### src/rtl/hkspi_pt_pkg.sv
// Shared types and helpers for the housekeeping-SPI pass-thru bridge.
//   state_e      : bridge FSM states
//   PT_CHAN_W    : width of the downstream channel index
//   chan_opcode  : first-byte opcode that selects downstream channel k
package hkspi_pt_pkg;

    localparam int PT_CHAN_W = 3;

    typedef enum logic [2:0] {
        IDLE     = 3'd0,
        CMD      = 3'd1,
        PASS     = 3'd2,
        IGNORE   = 3'd3,
        RELEASE  = 3'd4,
        WAIT_CSB = 3'd5
    } state_e;

    // Channel opcodes sit on even steps above the base opcode.
    function automatic logic [7:0] chan_opcode(input logic [7:0] base, input int unsigned k);
        return base + 8'(k << 1);
    endfunction

endpackage

### src/rtl/hkspi_pt_sync.sv
// Two-flop synchroniser with registered edge pulses.
//   clk_i   : core clock
//   rst_i   : asynchronous reset, active-high
//   d_i     : asynchronous input
//   q_o     : synchronised level
//   rise_o  : one-clock pulse, one clock after q_o rises
//   fall_o  : one-clock pulse, one clock after q_o falls
// RST_VAL sets the idle level so that reset release never looks like an edge.
module hkspi_pt_sync #(
    parameter logic RST_VAL = 1'b0
) (
    input  logic clk_i,
    input  logic rst_i,
    input  logic d_i,
    output logic q_o,
    output logic rise_o,
    output logic fall_o
);

    logic meta_q;
    logic sync_q;
    logic prev_q;
    logic rise_q;
    logic fall_q;

    always_ff @(posedge clk_i or posedge rst_i) begin
        if (rst_i) begin
            meta_q <= RST_VAL;
            sync_q <= RST_VAL;
            prev_q <= RST_VAL;
            rise_q <= 1'b0;
            fall_q <= 1'b0;
        end else begin
            meta_q <= d_i;
            sync_q <= meta_q;
            prev_q <= sync_q;
            rise_q <= sync_q & ~prev_q;
            fall_q <= ~sync_q & prev_q;
        end
    end

    assign q_o    = sync_q;
    assign rise_o = rise_q;
    assign fall_o = fall_q;

endmodule

### src/rtl/hkspi_passthru_bridge.sv
// Multi-channel housekeeping-SPI pass-thru bridge, oversampled on the core clock.
// The first byte of each host transaction either opens a pass-thru session to one
// downstream SPI flash (opcode CMD_BASE+2k) or is handed to the register decoder
// as cmd_byte with a one-clock cmd_valid pulse.
// Ports:
//   clock, reset            : core clock, asynchronous active-high reset
//   hk_csb/hk_sck/hk_sdi    : host pads (asynchronous)
//   hk_sdo, hk_sdo_oe       : host data out and its drive enable
//   pt_csb, pt_sck, pt_mosi : downstream flash chip selects / clock / data out
//   pt_miso                 : downstream flash data in, one per channel
//   cpu_hold                : holds the management CPU in reset during selected sessions
//   pt_active, pt_chan      : session in progress, selected channel
//   cmd_valid, cmd_byte     : non-pass-thru first byte
//   pt_timeout              : sticky, last session force-released on idle SCK
// Optional feature macro: HKSPI_PT_TIMEOUT_EN enables the idle-SCK forced release
// (TIMEOUT_CYC clocks) and the WAIT_CSB state. Without it pt_timeout is tied low.
module hkspi_passthru_bridge
    import hkspi_pt_pkg::*;
#(
    parameter int                  NUM_CHAN    = 2,
    parameter logic [7:0]          CMD_BASE    = 8'hC2,
    parameter logic [NUM_CHAN-1:0] HOLD_MASK   = 2'b10,
    parameter int                  TIMEOUT_CYC = 65535
) (
    input  logic                 clock,
    input  logic                 reset,
    input  logic                 hk_csb,
    input  logic                 hk_sck,
    input  logic                 hk_sdi,
    output logic                 hk_sdo,
    output logic                 hk_sdo_oe,
    output logic [NUM_CHAN-1:0]  pt_csb,
    output logic                 pt_sck,
    output logic                 pt_mosi,
    input  logic [NUM_CHAN-1:0]  pt_miso,
    output logic                 cpu_hold,
    output logic                 pt_active,
    output logic [PT_CHAN_W-1:0] pt_chan,
    output logic                 cmd_valid,
    output logic [7:0]           cmd_byte,
    output logic                 pt_timeout
);

    logic csb_lvl, csb_rise, csb_fall;
    logic sck_lvl, sck_rise, sck_fall;
    logic sdi_lvl, sdi_rise, sdi_fall;
    logic miso_mux, miso_lvl, miso_rise, miso_fall;

    hkspi_pt_sync #(.RST_VAL(1'b1)) u_sync_csb (
        .clk_i(clock), .rst_i(reset), .d_i(hk_csb),
        .q_o(csb_lvl), .rise_o(csb_rise), .fall_o(csb_fall)
    );
    hkspi_pt_sync #(.RST_VAL(1'b0)) u_sync_sck (
        .clk_i(clock), .rst_i(reset), .d_i(hk_sck),
        .q_o(sck_lvl), .rise_o(sck_rise), .fall_o(sck_fall)
    );
    hkspi_pt_sync #(.RST_VAL(1'b0)) u_sync_sdi (
        .clk_i(clock), .rst_i(reset), .d_i(hk_sdi),
        .q_o(sdi_lvl), .rise_o(sdi_rise), .fall_o(sdi_fall)
    );
    hkspi_pt_sync #(.RST_VAL(1'b0)) u_sync_miso (
        .clk_i(clock), .rst_i(reset), .d_i(miso_mux),
        .q_o(miso_lvl), .rise_o(miso_rise), .fall_o(miso_fall)
    );

    state_e               state_q;
    logic [2:0]           bit_cnt_q;
    logic [7:0]           shift_q;
    logic [7:0]           shift_d;
    logic                 sck_en_q;
    logic                 hk_sdo_q;
    logic                 hk_sdo_oe_q;
    logic [NUM_CHAN-1:0]  pt_csb_q;
    logic                 pt_sck_q;
    logic                 pt_mosi_q;
    logic                 cpu_hold_q;
    logic                 pt_active_q;
    logic [PT_CHAN_W-1:0] pt_chan_q;
    logic                 cmd_valid_q;
    logic [7:0]           cmd_byte_q;
    logic                 timeout_hit;

    // Byte as it will look once the current SDI bit is shifted in.
    assign shift_d = {shift_q[6:0], sdi_lvl};

    logic [NUM_CHAN-1:0]  hit_vec;
    logic                 hit;
    logic [PT_CHAN_W-1:0] hit_idx;
    logic                 hit_hold;
    logic [NUM_CHAN-1:0]  hit_csb;

    genvar gi;
    generate
        for (gi = 0; gi < NUM_CHAN; gi++) begin : g_opcode
            assign hit_vec[gi] = (shift_d == chan_opcode(CMD_BASE, gi));
        end
    endgenerate

    assign hit = |hit_vec;

    // Opcodes are distinct, so at most one channel matches.
    always_comb begin
        hit_idx  = '0;
        hit_hold = 1'b0;
        hit_csb  = '1;
        for (int k = 0; k < NUM_CHAN; k++) begin
            if (hit_vec[k]) begin
                hit_idx    = PT_CHAN_W'(k);
                hit_hold   = HOLD_MASK[k];
                hit_csb[k] = 1'b0;
            end
        end
    end

    always_comb begin
        miso_mux = 1'b0;
        for (int k = 0; k < NUM_CHAN; k++) begin
            if (pt_chan_q == PT_CHAN_W'(k)) begin
                miso_mux = pt_miso[k];
            end
        end
    end

`ifdef HKSPI_PT_TIMEOUT_EN
    localparam int CNT_W = $clog2(TIMEOUT_CYC + 1);
    logic [CNT_W-1:0] idle_cnt_q;
    logic             pt_timeout_q;

    // A CSB rise on the same clock wins: that is an ordinary release.
    assign timeout_hit = (idle_cnt_q == CNT_W'(TIMEOUT_CYC - 1)) && !csb_rise;
    assign pt_timeout  = pt_timeout_q;

    logic unused_ok;
    assign unused_ok = &{1'b0, sdi_rise, sdi_fall, miso_rise, miso_fall};
`else
    assign timeout_hit = 1'b0;
    assign pt_timeout  = 1'b0;

    logic unused_ok;
    assign unused_ok = &{1'b0, sdi_rise, sdi_fall, miso_rise, miso_fall, TIMEOUT_CYC[0]};
`endif

    always_ff @(posedge clock or posedge reset) begin
        if (reset) begin
            state_q     <= IDLE;
            bit_cnt_q   <= '0;
            shift_q     <= '0;
            sck_en_q    <= 1'b0;
            hk_sdo_q    <= 1'b0;
            hk_sdo_oe_q <= 1'b0;
            pt_csb_q    <= '1;
            pt_sck_q    <= 1'b0;
            pt_mosi_q   <= 1'b0;
            cpu_hold_q  <= 1'b0;
            pt_active_q <= 1'b0;
            pt_chan_q   <= '0;
            cmd_valid_q <= 1'b0;
            cmd_byte_q  <= '0;
`ifdef HKSPI_PT_TIMEOUT_EN
            idle_cnt_q   <= '0;
            pt_timeout_q <= 1'b0;
`endif
        end else begin
            cmd_valid_q <= 1'b0;
            case (state_q)
                IDLE: begin
                    if (csb_fall) begin
                        state_q   <= CMD;
                        bit_cnt_q <= '0;
`ifdef HKSPI_PT_TIMEOUT_EN
                        pt_timeout_q <= 1'b0;
`endif
                    end
                end
                CMD: begin
                    if (csb_rise) begin
                        state_q <= IDLE;
                    end else if (sck_rise) begin
                        shift_q   <= shift_d;
                        bit_cnt_q <= bit_cnt_q + 3'd1;
                        if (bit_cnt_q == 3'd7) begin
                            if (hit) begin
                                state_q     <= PASS;
                                pt_chan_q   <= hit_idx;
                                pt_csb_q    <= hit_csb;
                                pt_active_q <= 1'b1;
                                cpu_hold_q  <= hit_hold;
                                hk_sdo_oe_q <= 1'b1;
                                // SCK is still high from the opcode's last bit; hold
                                // the flash clock low until the host drops it.
                                sck_en_q    <= 1'b0;
`ifdef HKSPI_PT_TIMEOUT_EN
                                idle_cnt_q  <= '0;
`endif
                            end else begin
                                state_q     <= IGNORE;
                                cmd_valid_q <= 1'b1;
                                cmd_byte_q  <= shift_d;
                            end
                        end
                    end
                end
                PASS: begin
                    pt_mosi_q <= sdi_lvl;
                    pt_sck_q  <= sck_lvl & sck_en_q;
                    hk_sdo_q  <= miso_lvl;
                    if (sck_fall) begin
                        sck_en_q <= 1'b1;
                    end
`ifdef HKSPI_PT_TIMEOUT_EN
                    if (sck_rise || sck_fall) begin
                        idle_cnt_q <= '0;
                    end else begin
                        idle_cnt_q <= idle_cnt_q + CNT_W'(1);
                    end
`endif
                    if (csb_rise || timeout_hit) begin
                        state_q     <= RELEASE;
                        pt_csb_q    <= '1;
                        pt_sck_q    <= 1'b0;
                        pt_mosi_q   <= 1'b0;
                        hk_sdo_q    <= 1'b0;
                        hk_sdo_oe_q <= 1'b0;
`ifdef HKSPI_PT_TIMEOUT_EN
                        if (timeout_hit) begin
                            pt_timeout_q <= 1'b1;
                        end
`endif
                    end
                end
                IGNORE: begin
                    if (csb_lvl) begin
                        state_q <= IDLE;
                    end
                end
                RELEASE: begin
                    pt_active_q <= 1'b0;
                    cpu_hold_q  <= 1'b0;
`ifdef HKSPI_PT_TIMEOUT_EN
                    // After a forced release the host is still mid-transfer.
                    state_q <= pt_timeout_q ? WAIT_CSB : IDLE;
`else
                    state_q <= IDLE;
`endif
                end
`ifdef HKSPI_PT_TIMEOUT_EN
                WAIT_CSB: begin
                    if (csb_lvl) begin
                        state_q <= IDLE;
                    end
                end
`endif
                default: begin
                    state_q <= IDLE;
                end
            endcase
        end
    end

    assign hk_sdo    = hk_sdo_q;
    assign hk_sdo_oe = hk_sdo_oe_q;
    assign pt_csb    = pt_csb_q;
    assign pt_sck    = pt_sck_q;
    assign pt_mosi   = pt_mosi_q;
    assign cpu_hold  = cpu_hold_q;
    assign pt_active = pt_active_q;
    assign pt_chan   = pt_chan_q;
    assign cmd_valid = cmd_valid_q;
    assign cmd_byte  = cmd_byte_q;

endmodule
### config.mk
export PLATFORM = sky130hd
export DESIGN_NAME = hkspi_passthru_bridge
export DESIGN_NICKNAME = d
export VERILOG_FILES = /design/src/rtl/hkspi_pt_pkg.sv /design/src/rtl/hkspi_pt_sync.sv /design/src/rtl/hkspi_passthru_bridge.sv
export SDC_FILE = /design/constraint.sdc
export NUM_CORES = 1
export LEC_CHECK = 0
export CAP_MARGIN = 20
export CORE_MARGIN = 8
export CORE_UTILIZATION = 56
export DETAILED_ROUTE_END_ITERATION = 8
export DONT_BUFFER_PORTS = 1
export PLACE_DENSITY = 0.74
export SLEW_MARGIN = 20
export SYNTH_ARGS = -nofsm -noshare
export SYNTH_HDL_FRONTEND = slang
export SYNTH_HIERARCHICAL = 1
export SYNTH_SLANG_ARGS = --single-unit
### constraint.sdc
create_clock -name clock -period 1.8 [get_ports clock]
set_clock_uncertainty 0.15 [all_clocks]
set_input_delay 0.27 -clock clock [delete_from_list [all_inputs] [get_ports clock]]
set_output_delay 0.27 -clock clock [all_outputs]
set_load 0.05 [all_outputs]
==> flow_summary.ini, run 1 <==
[finish]
design_area_um2 = 2250
layout.nets = 187
drive_gt1_frac = 0.296
area_delta_synth_final_pct = 17.4
num_antenna_cells = 0
mostFrequentLayoutCells = 40 x dfrtp_1, 23 x nand2_1, 13 x buf_4
n_fill_cell = 245
multi_input_area_um2 = 737
ff_latch_area_um2 = 1160
final_common_cell = dfrtp_1

[global_routing]
grt_pass1_vias = 1318
grt_pass1_wl_mm = 6.20
antenna_found_initial = 0
grt_max_degree = 33
overflow = 0
track_usage = 0.148

[yosys]
yosys_warnings = 6
synthCells = 154
synth.cell_area_um2 = 1920
syn_area_per_cell_um2 = 12.4

[worst_setup_path]
slowest_stage = dfrtp_2
critPathLaunchType = register
cp-end-kind = register
crit_arrival_ns = 1.87
reg2regPathDepth = 4
crit_required_ns = 1.89
path_buf_inv = 0
ff2ff_setup_slack_ns = 0.02
critical_path.top_delay_family = simple AND/OR/NAND/NOR gates
worstPathMaxFanout = 5
r2r-end = cmd_byte[7]
crit_path_cell_trace = nor4b_4 > and3_4 > nand3b_4 > mux2_4
critPathMaxStageDelay_ns = 0.46
critPathKind = reg2reg
r2r_start = shift_q[2]

[cts]
cts_tree = done
cts_root_buffer = clkbuf_4
clk_pin_slew_worst_paths_ns = 0.13
cts_buffers = 5
htree_num_levels = 2
clock-sinks = 46
clock_path_buffers = 2
clock_latency_ns = 0.36

[sta]
finalCriticalPeriod_ns = 1.78
maxSlewViolCount = 0
setup_viol = 0
fmax_mhz = 562
post-route-period-util = 0.988
grt_setup_unrepaired = true
hold_viol_final = 0
final.setup.worst_slack_ns = 0.0208

[floorplanning]
die-area_um2 = 5550
num_rows = 21
die_y_um = 74.5
start_util = 0.579
fp.dieW_um = 74.5
core_um2 = 3310
io_pins = 28

[placed_design]
io_buffers = 0
pre_cts_ws_ns = 0.00186
placed_area_um2 = 2020
hpwlAfterDp_mm = 2.61
place_congestion = 0.867

[routing]
finalWirelength_mm = 3.68
ant_nets = 0
num_vias = 1234
drt_iter0_markers = 66
drc = 0
wl_met1_mm = 1.51
highest_layer = met4
met3_length_um = 234
drt-pass1-iter-count = 4
via_per_inst = 5.48
met2_length_mm = 1.89
wl_per_cell_um = 16.3

[power_and_ir_drop]
switching_share = 0.279
p_clk_frac = 0.279
vdd_ir_drop_max_mv = 0.626
p_seq_frac = 0.570
p_comb_frac = 0.151
p_leak_nw = 1.17
p_int_mw = 1.55
powerDensity_nw_per_um2 = 957
p_total_mw = 2.15
power_switching_mw = 0.601

[run_status]
outcome = complete, no violations

[flow_run]
cap_violations = 0

[worst_hold_path]
hold_path_class = in2async
-- worst max path at each step --
stage                         from          end  slack [ns]  cells past startpoint
finish                  shift_q[2]  cmd_byte[7]        0.02                      4
global placement    u_sync_sdi/q_o  cmd_byte[2]        0.02                      4
global route          bit_cnt_q[1]     sck_en_q       -0.07                      6
floorplan             bit_cnt_q[0]     cpu_hold        0.08                      6
detailed placement    bit_cnt_q[0]     cpu_hold       0.002                      6
CTS                   bit_cnt_q[1]    pt_csb[0]        0.01                      6
-- worst register-to-register path: cells and delay by family (launching register included) --
kind	cells	cell delay, ns
DFF	1	0.46
muxes	1	0.31
and+or+nand+nor	3	0.75
-- final cells by class --
cell class | instances | area share
Timing Repair Buffer | 21 | 0.0801
Clock buffer | 5 | 0.0167
Inverter | 10 | 0.0167
Clock inverter | 3 | 0.0178
Sequential cell | 46 | 0.515
Tap cell | 46 | 0.0256
Multi-Input combinational cell | 94 | 0.328
-- state kept, by name (all words and copies together), names as in the netlist, 2 cells and up --
signal,count
bit_cnt_q,3
cmd_byte,8
state_q,3
pt_csb,2
shift_q,7
-- power by group through the flow --
stage                     Clock (mW)  Sequential [mW]  Combinational (mW)
after floorplan                    0             1.20               0.253
after global placement             0             1.23               0.291
after detailed placement           0             1.24               0.301
after CTS                      0.616             1.22               0.315
after global routing           0.656             1.24               0.361
final                          0.601             1.23               0.325
-- routing by layer --
metal / global-route usage / up-vias
met3: 0.0512 / 7
li1: - / 572
met1: 0.171 / 629
met5: 0 / -
met4: 0.0609 / 0
met2: 0.244 / 26
-- per-stage QoR --
step	cells	hold WS (ns)	util	setup TNS, ns
global placement	207	-0.135	0.610	0
finish	225	0.125	0.679	0
CTS	223	0.123	0.659	0
detailed placement	207	-0.133	0.610	0
floorplan	156	-0.139	-	0
global route	225	0.132	0.679	-0.360
-- what timing repair did --
action	4_1_cts	5_1_grt
pin swaps	1	3
endpoints found under the hold margin	48	0
resized for setup	1	11
hold buffers	6	0
gates cloned	1	0
endpoints found under the setup margin	5	15
buffers inserted	1	2
No activity file was read; power rests on OpenSTA's default activity.
==> run 2, diff against run 1 <==
--- a/config.mk
+++ b/config.mk
@@ -5,12 +5,15 @@
 export SDC_FILE = /design/constraint.sdc
 export NUM_CORES = 1
 export LEC_CHECK = 0
+export ABC_AREA = 1
 export CAP_MARGIN = 20
+export CELL_PAD_IN_SITES_DETAIL_PLACEMENT = 1
+export CELL_PAD_IN_SITES_GLOBAL_PLACEMENT = 2
 export CORE_MARGIN = 8
-export CORE_UTILIZATION = 56
+export CORE_UTILIZATION = 35
 export DETAILED_ROUTE_END_ITERATION = 8
 export DONT_BUFFER_PORTS = 1
-export PLACE_DENSITY = 0.74
+export PLACE_DENSITY_LB_ADDON = 0.1
 export SLEW_MARGIN = 20
 export SYNTH_ARGS = -nofsm -noshare
 export SYNTH_HDL_FRONTEND = slang
==> run 2 against run 1 <==
Setup slack improved by 0.11 ns. Wire length increased by 24%. Hold slack improved by 0.084 ns. Total power increased by 11%. Critical path type unchanged. Count of clock-buffer cells in the layout increased by 1. Global-route usage decreased by 3.2 points. Via count increased by 15%. Largest power group unchanged. Sequential power increased by 3%. Non-clock buffer count decreased by 10. Clock power increased by 4.2%.
==> flow_summary.ini, run 2 <==
[run_status]
outcome = complete, no violations

[routing]
finalWirelength_mm = 4.55
wl_per_cell_um = 15.2
drt-pass1-iter-count = 4
via_per_inst = 4.76
ant_nets = 0
drt_iter0_markers = 29
num_vias = 1423
drc = 0

[floorplanning]
die-area_um2 = 8360
io_pins = 28
core_um2 = 5510
die_y_um = 91.4
num_rows = 27
fp.dieW_um = 91.4
start_util = 0.362

[finish]
n_fill_cell = 644
drive_gt1_frac = 0.167
num_antenna_cells = 0
largest_register_ffs = 8
fin_cells = 299
final_common_cell = nand2_1
area_delta_synth_final_pct = 12.8
layout.nets = 235
mostFrequentLayoutCells = 61 x nand2_1, 39 x dfrtp_1, 22 x inv_1

[worst_setup_path]
cp-end-kind = register
critPathKind = reg2reg
crit_required_ns = 1.84
critPathMaxStageDelay_ns = 0.44
path_common_cell = nor2_4
reg2regPathDepth = 7
worstPathMaxFanout = 15
slowest_stage = dfrtp_1
crit_arrival_ns = 1.71
crit_path_cell_trace = nor2_4 > nand2_2 > nor2_4 > nand3_4 > nor2_8 > nand2_1 > o21a_1
critPathLaunchType = register

[sta]
finalCriticalPeriod_ns = 1.67
grt_setup_unrepaired = true
hold_viol_final = 0
maxSlewViolCount = 0
setup_viol = 0
post-route-period-util = 0.930
holdWs_ns = 0.209
fmax_mhz = 598

[yosys]
yosys_warnings = 6
synth.cell_area_um2 = 1990
syn_area_per_cell_um2 = 9.40
synthCells = 212

[global_routing]
overflow = 0
antenna_found_initial = 0
grt_pass1_wl_mm = 7.79
track_usage = 0.116
grt_max_degree = 33
grt_pass1_vias = 1530

[cts]
cts_tree = done
clock_latency_ns = 0.30
htree_num_levels = 2
clk_pin_slew_worst_paths_ns = 0.09
clock_path_buffers = 2
clock-sinks = 46
cts_root_buffer = clkbuf_8
cts_buffers = 5

[worst_hold_path]
hold_depth = 0
hold_path_class = reg2reg

[power_and_ir_drop]
vdd_ir_drop_max_mv = 0.481
powerDensity_nw_per_um2 = 1070
p_leak_nw = 1.12
p_total_mw = 2.39

[placed_design]
dp_cells = 285
hpwlAfterDp_mm = 3.47
place_congestion = 0.777
io_buffers = 0

[flow_run]
cap_violations = 0
[run 2: cell types whose count changed in the layout (fill, tap and decap cells not counted), sizes merged, moves of 9 or more]
| cell | delta |
|---|---|
| nand2 | +46 |
| buf | -10 |
| o21ai | +9 |
| nor2 | +17 |
| nand3 | +13 |
| inv | +12 |
[run 2: final cells by class]
| cell class | instances | area (um2) | share of cell area |
|---|---|---|---|
| clock buffer | 6 | 72.6 | 0.0323 |
| clock inverter | 2 | 13.8 | 0.00613 |
| inverter | 22 | 82.6 | 0.0368 |
| multi-input combinational | 140 | 729 | 0.325 |
| tap | 72 | 90.1 | 0.0401 |
| sequential | 46 | 1160 | 0.516 |
| timing repair buffer | 11 | 97.6 | 0.0435 |
[run 2: critical path, delay by kind of cell (launching register included)]
| family | cells | cell delay [ns] |
|---|---|---|
| compound gates | 1 | 0.12 |
| flops | 1 | 0.44 |
| simple gates | 6 | 0.86 |
[run 2: per-stage QoR]
step,area (um2),util,setup TNS (ns),worst slack (ns)
after floorplan,2000,-,0,0.285
after global placement,2080,0.377,0,0.0744
after detailed placement,2080,0.377,0,0.0716
after CTS,2220,0.404,0,0.0255
after global routing,2250,0.408,-0.000109,-0.000109
final,2250,0.408,0,0.127
[run 2: what timing repair did]
action | CTS | global route
endpoints found under the hold margin | 48 | 0
setup buffers | 0 | 0
resized for setup | 0 | 7
hold buffers | 6 | 0
setup endpoints to repair | 0 | 16
[run 2: report_power, final]
| group | leakage [nW] | switching, mW | internal, mW | total (mW) |
|---|---|---|---|---|
| clock | 0.0452 | 0.351 | 0.274 | 0.626 |
| combinational | 0.485 | 0.336 | 0.157 | 0.493 |
| sequential | 0.593 | 0.116 | 1.16 | 1.27 |
[run 2: path summary, 6_finish.rpt]
| check | start | to | slack (ns) |
|---|---|---|---|
| max | state_q[2] | cmd_byte[3] | 0.13 |
| min | u_sync_sdi/meta_q | u_sync_sdi/q_o | 0.21 |
| max reg2reg | state_q[2] | cmd_byte[3] | 0.13 |
| min reg2reg | u_sync_sdi/meta_q | u_sync_sdi/q_o | 0.21 |
| max in group asynchronous | reset | pt_csb[1] | 0.69 |
| min in group asynchronous | reset | u_sync_sdi/meta_q | 0.22 |
[run 2: per-layer routing]
layer,global-route usage,part of all wire,vias to the layer above,routed length [um]
li1,-,-,682,-
met1,0.141,0.46,704,2100
met2,0.179,0.46,30,2100
met3,0.0469,0.062,7,284
met4,0.0437,0.014,0,64
met5,0,0,-,0
